--- config.mk ---
export PLATFORM = sky130hd
export DESIGN_NAME = reset_sequencer
export DESIGN_NICKNAME = d
export VERILOG_FILES = /design/src/rtl/reset_seq_pkg.sv /design/src/rtl/rst_seq_timer.sv /design/src/rtl/reset_sequencer.sv
export SDC_FILE = /design/constraint.sdc
export NUM_CORES = 1
export LEC_CHECK = 0
export ABC_CLOCK_PERIOD_IN_PS = 1700
export CELL_PAD_IN_SITES_DETAIL_PLACEMENT = 1
export CELL_PAD_IN_SITES_GLOBAL_PLACEMENT = 2
export CORE_ASPECT_RATIO = 1.1
export CORE_UTILIZATION = 32
export DETAILED_ROUTE_END_ITERATION = 6
export GPL_TIMING_DRIVEN = 0
export PLACE_DENSITY_LB_ADDON = 0.1
export REMOVE_ABC_BUFFERS = 1
export SYNTH_ARGS = -nofsm -noshare
export SYNTH_HDL_FRONTEND = slang
export SYNTH_SLANG_ARGS = --single-unit
--- constraint.sdc ---
create_clock -name clk -period 1.7 [get_ports clk]
set_input_delay 0.34 -clock clk [delete_from_list [all_inputs] [get_ports clk]]
set_output_delay 0.34 -clock clk [all_outputs]
set_load 0.05 [all_outputs]
--- src/rtl/reset_seq_pkg.sv ---
// rtl/reset_seq_pkg.sv - shared types and constants for the reset sequencer
package reset_seq_pkg;

  typedef enum logic [1:0] {
    ST_PWRUP,
    ST_RUN,
    ST_SOFT_HOLD,
    ST_ACK
  } seq_state_t;

  localparam int MAX_DOMAINS = 8;
  // Pointer must be able to hold NUM_DOMAINS itself ("all released")
  localparam int IDX_W = $clog2(MAX_DOMAINS + 1);

  // Stage timer width: enough to reach the longer of the two intervals
  function automatic int cnt_w(input int stage_dly, input int soft_hold);
    int m;
    m = (stage_dly > soft_hold) ? stage_dly : soft_hold;
    return $clog2(m + 1);
  endfunction

endpackage

--- src/rtl/rst_seq_timer.sv ---
// rtl/rst_seq_timer.sv - shared stage timer for power-up and soft-hold intervals
module rst_seq_timer #(
  parameter int W = 5
) (
  input  logic         clk,
  input  logic         rst_n,
  input  logic         clr,
  input  logic [W-1:0] tgt,
  output logic         done
);

  logic [W-1:0] cnt;

  // Cycles elapsed since the last clear; holds at full scale instead of wrapping
  always_ff @(posedge clk or negedge rst_n) begin
    if (!rst_n) begin
      cnt <= '0;
    end else if (clr) begin
      cnt <= '0;
    end else if (cnt != {W{1'b1}}) begin
      cnt <= cnt + W'(1);
    end
  end

  // Fires on the edge that completes tgt cycles after the clear
  assign done = (cnt == (tgt - W'(1)));

endmodule

--- src/rtl/reset_sequencer.sv ---
// rtl/reset_sequencer.sv - ordered power-up reset release and soft-reset service
module reset_sequencer
  import reset_seq_pkg::*;
#(
  parameter int NUM_DOMAINS = 4,
  parameter int STAGE_DLY   = 16,
  parameter int SOFT_HOLD   = 8
) (
  input  logic                   clk,
  input  logic                   rstb_h,
  input  logic                   soft_rst_req,
  input  logic [NUM_DOMAINS-1:0] soft_rst_mask,
  output logic [NUM_DOMAINS-1:0] rst_n_out,
  output logic                   por_done,
  output logic                   soft_rst_ack,
  output logic                   busy
);

  localparam int CW = cnt_w(STAGE_DLY, SOFT_HOLD);
  localparam int D  = NUM_DOMAINS;

  seq_state_t       state, state_nxt;
  logic [IDX_W-1:0] idx, idx_nxt;
  logic [D-1:0]     mask_q, mask_nxt;
  logic [D-1:0]     pend, pend_nxt;
  logic [D-1:0]     rst_nxt;
  logic [D-1:0]     low_oh;
  logic             por_nxt, ack_nxt, busy_nxt;
  logic             armed, armed_nxt;
  logic             tmr_clr, tmr_done;
  logic [CW-1:0]    tgt;

  rst_seq_timer #(.W(CW)) u_timer (
    .clk   (clk),
    .rst_n (rstb_h),
    .clr   (tmr_clr),
    .tgt   (tgt),
    .done  (tmr_done)
  );

  // State, pointer, captured mask and registered outputs
  always_ff @(posedge clk or negedge rstb_h) begin
    if (!rstb_h) begin
      state        <= ST_PWRUP;
      idx          <= '0;
      mask_q       <= '0;
      pend         <= '0;
      armed        <= 1'b1;
      rst_n_out    <= '0;
      por_done     <= 1'b0;
      soft_rst_ack <= 1'b0;
      busy         <= 1'b1;
    end else begin
      state        <= state_nxt;
      idx          <= idx_nxt;
      mask_q       <= mask_nxt;
      pend         <= pend_nxt;
      armed        <= armed_nxt;
      rst_n_out    <= rst_nxt;
      por_done     <= por_nxt;
      soft_rst_ack <= ack_nxt;
      busy         <= busy_nxt;
    end
  end

  // Next-state, timer control and next output values
  always_comb begin
    state_nxt = state;
    idx_nxt   = idx;
    mask_nxt  = mask_q;
    pend_nxt  = pend;
    armed_nxt = armed;
    rst_nxt   = rst_n_out;
    por_nxt   = por_done;
    ack_nxt   = 1'b0;
    tmr_clr   = 1'b0;
    // Lowest still-held domain of the captured mask, as a one-hot
    low_oh    = pend & (~pend + D'(1));
    // First soft release waits SOFT_HOLD; every other release waits STAGE_DLY
    tgt       = ((state == ST_SOFT_HOLD) && (pend == mask_q)) ? CW'(SOFT_HOLD) : CW'(STAGE_DLY);

    case (state)
      ST_PWRUP: begin
        if (idx == IDX_W'(D)) begin
          state_nxt = ST_RUN;
          por_nxt   = 1'b1;
        end else if (tmr_done) begin
          rst_nxt = rst_n_out | (D'(1) << idx);
          idx_nxt = idx + IDX_W'(1);
          tmr_clr = 1'b1;
        end
      end
      ST_RUN: begin
        // A held request must drop for one edge before it can trigger again
        if (!soft_rst_req) begin
          armed_nxt = 1'b1;
        end else if (armed) begin
          armed_nxt = 1'b0;
          mask_nxt  = soft_rst_mask;
          pend_nxt  = soft_rst_mask;
          rst_nxt   = rst_n_out & ~soft_rst_mask;
          tmr_clr   = 1'b1;
          state_nxt = ST_SOFT_HOLD;
        end
      end
      ST_SOFT_HOLD: begin
        if (pend == '0) begin
          state_nxt = ST_ACK;
          ack_nxt   = 1'b1;
        end else if (tmr_done) begin
          rst_nxt  = rst_n_out | low_oh;
          pend_nxt = pend & ~low_oh;
          tmr_clr  = 1'b1;
        end
      end
      ST_ACK: begin
        state_nxt = ST_RUN;
      end
      default: begin
        state_nxt = ST_PWRUP;
      end
    endcase

    busy_nxt = (state_nxt != ST_RUN);
  end

endmodule
==> flow_summary.ini <==
[status]
outcome = finished, violations left
violations = setup timing

[floorplan]
fp.coreArea_um2 = 4348
die_height_um = 72.91
design.die.area_um2 = 4845
pin_count = 14
floorplan.rows = 25
die_width_um = 66.46
start_util_pct = 33.64

[synthesis]
synth.area.mux_share_pct = 2.139
count_of_warnings_emitted_by_yosys = 0
yosysMostFrequentCell = sky130_fd_sc_hd__dfrtp_1
synth-compound-area-share_pct = 14.20
count_of_flip_flops_with_a_built_in_enable_after_synthesis = 0
share_of_the_synthesized_area_in_the_top_cell_type_pct = 42.77
sequential_cell_area_fraction_in_the_yosys_report_pct = 46.36
ys_async_sr_fraction_pct = 100.0
avgSynthCellArea_um2 = 10.09
mappedNetlistArea_um2 = 1463
synth_flop_cell = sky130_fd_sc_hd__dfrtp_1
synth_commonest_cells = 25 x sky130_fd_sc_hd__dfrtp_1, 15 x sky130_fd_sc_hd__nand2_1, 11 x sky130_fd_sc_hd__nor2_1, 9 x sky130_fd_sc_hd__inv_1, 7 x sky130_fd_sc_hd__nor3_1
netlist_instances = 145
synth_top_family_by_area = simple AND/OR/NAND/NOR gates
netlist-cell-type-count = 46
synth_fa_ha_area_share_pct = 3.422
synth_simple_gate_area_share_pct = 22.41
yosys-top-cells-area = sky130_fd_sc_hd__dfrtp_1 43%, sky130_fd_sc_hd__nand2_1 3.8%, sky130_fd_sc_hd__dfstp_2 3.6%, sky130_fd_sc_hd__ha_1 3.4%, sky130_fd_sc_hd__xnor2_1 3.0%
cell_accounting_for_the_most_synthesized_area = sky130_fd_sc_hd__dfrtp_1
postSynthRegisterBits = 27
synth_area_in_xor_xnor_pct = 7.015

[grt]
grt_pass1_wl_um = 6458
grt_remaining_overflow = 0
antenna_violations_before_repair = 0
number_of_global_route_vias_before_repair = 1276
grt_util_all_layers_pct = 18.17
grt_start_max_net_pins = 28

[route]
via_count = 1211
detailedRoute.firstIterationViolations = 36
routed_wirelength_um = 3974
wl_per_cell_um = 17.35
firstDrtPassIters = 4
antenna_left = 0
avgViaCountPerCell = 5.288
drt_drc_violations_left = 0

[placement]
postPlaceCellArea_um2 = 1629
placed_cells_incl_taps = 207
dp_hpwl_um = 2569
gpl.final_weighted_congestion = 0.7838
io_buffer_count = 13

[final_layout]
layout-area-overhead-vs-synth_pct = 37.55
design.final.nets = 187
n_fill_cell = 482
sequential_cell_area_um2 = 686.9
post-route-cell-area_um2 = 2012
post_layout_nonfiller_instances = 229
multi_input_area_um2 = 897.1
finish.utilization_pct = 46.27
insertedDiodeCount = 0
post_route_cells_drive_above_1_share_pct = 35.43

[timing]
max_freq_ghz = 0.5786
worst_clock_skew_ns = 0.01214
timing.max_slew.rel_slack_pct = 59.07
timing.final.crit_share_pct = 101.7
fin_crit_ns = 1.728
timing.final.hold_violations = 0
report.final.setup_viol = 5
worst_tran_pin_value_ns = 0.6140
rsz0062_at_grt = true
timing_max_transition_violations_final = 0
final_worst_setup_slack_ns = -0.02818

[job]
max_capacitance_violation_count = 0

[worst_hold_path]
hold_path_class = in2async

[worst_setup_path]
crit_type = reg2reg
startpoint_type = flop
critPathArrivalTime_ns = 1.89
critPathCaptureType = flop
cp.buffers_inverters = 1
critical_path.max_stage_delay_ns = 0.45
critical_path.cell_chain = buf_12 > nor4_4 > o2bb2ai_4 > nand4bb_4 > nand2_4 > o311a_1
cp.required_ns = 1.86
critical_path.max_fanout = 4
critPathSlowestCell = sky130_fd_sc_hd__dfrtp_2
path_delay_family = simple AND/OR/NAND/NOR gates

[clock_tree]
cts.hold.buffers_added = 0
cts_made_buffers = 3
h-tree-depth = 1
tritoncts = done
cts_clk_pin_slew_worst_paths_ns = 0.10
worst_skew_pair.late_latency_ns = 0.29
clockBufferDepth = 2
cts-root-buf = sky130_fd_sc_hd__clkbuf_8
numClockSinks = 27

[power_and_ir_drop]
p_leak_nw = 0.8904
powerDensity_nw_per_um2 = 1754
peakVddDrop_mv = 0.5466
## sequential cells by signal, summed over array words and instances, names as in the netlist
register and flops:
armed 1, busy 1, idx 4, mask_q 4, pend 4, por_done 1, rst_n_out 4, soft_rst_ack 1
state 2, u_timer.cnt 5
## where the power goes
part / switching, W / internal, W / leakage, nW / total (W)
sequential: 0.000282 / 0.000911 / 0.322 / 0.00119
clock: 0.000215 / 0.000169 / 0.0228 / 0.000384
combinational: 0.00103 / 0.000927 / 0.546 / 0.00195
## worst reg2reg max path: cells and delay by family, from the launching register on
| family | cells | cell delay (ns) |
|---|---|---|
| and+or+nand+nor | 3 | 0.60 |
| buffers and inverters | 1 | 0.14 |
| DFF | 1 | 0.45 |
| AOI/OAI and AO/OA | 2 | 0.43 |
## layout make-up
type	count	area share, %
multi-input cells	104	44.59
flip-flops and latches	27	34.14
repair buffers	31	13.99
well taps	54	3.358
clock buffers	4	2.239
inverters	9	1.679
## timing repair
| action | 4_1_cts | 5_1_grt |
|---|---|---|
| endpoints found under the setup margin | 20 | 17 |
| buffers inserted | 8 | 10 |
| pin swaps | 9 | 14 |
| gates resized for setup | 31 | 18 |
| cloned | 0 | 0 |
| endpoints found under the hold margin | 0 | 0 |
## per-stage QoR
stage	hold WS, ns	total power (W)	setup TNS [ns]	setup slack [ns]
floorplan	0.04441	0.002090	-0.08377	-0.02491
global placement	0.4472	0.002420	-7.727	-0.3839
detailed placement	0.4557	0.002480	-7.916	-0.3902
CTS	0.4712	0.003205	-0.07547	-0.02422
global route	0.09259	0.003790	-0.7389	-0.09957
finish	0.05257	0.003530	-0.07943	-0.02818
## kinds of logic after synthesis
kind of cell / after synthesis
adders and majority gates: 4
AOI/OAI and AO/OA: 27
muxes: 3
and+or+nand+nor: 60
xor gates and xnor gates: 10
buffers and inverters: 14
DFF: 27
## layout by cell type (no fill, tap or decap), types with 3 or more instances in the layout
cell / count
sky130_fd_sc_hd__and2_1: 3
sky130_fd_sc_hd__buf_4: 15
sky130_fd_sc_hd__clkbuf_8: 3
sky130_fd_sc_hd__clkdlybuf4s50_1: 5
sky130_fd_sc_hd__dfrtp_1: 18
sky130_fd_sc_hd__dfrtp_2: 7
sky130_fd_sc_hd__dlygate4sd2_1: 6
sky130_fd_sc_hd__inv_1: 8
sky130_fd_sc_hd__nand2_1: 14
sky130_fd_sc_hd__nand3_1: 4
sky130_fd_sc_hd__nor2_1: 8
sky130_fd_sc_hd__nor3_1: 4
sky130_fd_sc_hd__o21ai_0: 5
sky130_fd_sc_hd__o31ai_1: 3
sky130_fd_sc_hd__xnor2_1: 3
sky130_fd_sc_hd__xnor2_2: 4
sky130_fd_sc_hd__xor2_1: 3
## metal layers
metal  GRT usage (%)  routed length, um
met5               0                  0
met4           8.274                118
met3           2.344                102
met2           30.95               2068
met1           22.70               1685
## final timing paths
check                      startpoint            to  slack [ns]  depth (start not counted)
hold / removal                 rstb_h  rst_n_out[2]        0.05                          1
min in group clk             por_done      por_done        0.47                          2
hold reg to reg              por_done      por_done        0.47                          2
max in group asynchronous      rstb_h       pend[1]        1.20                          1
setup reg to reg              pend[0]  rst_n_out[1]       -0.03                          6
setup / recovery              pend[0]  rst_n_out[1]       -0.03                          6
Power figures use the tool's default switching activity.
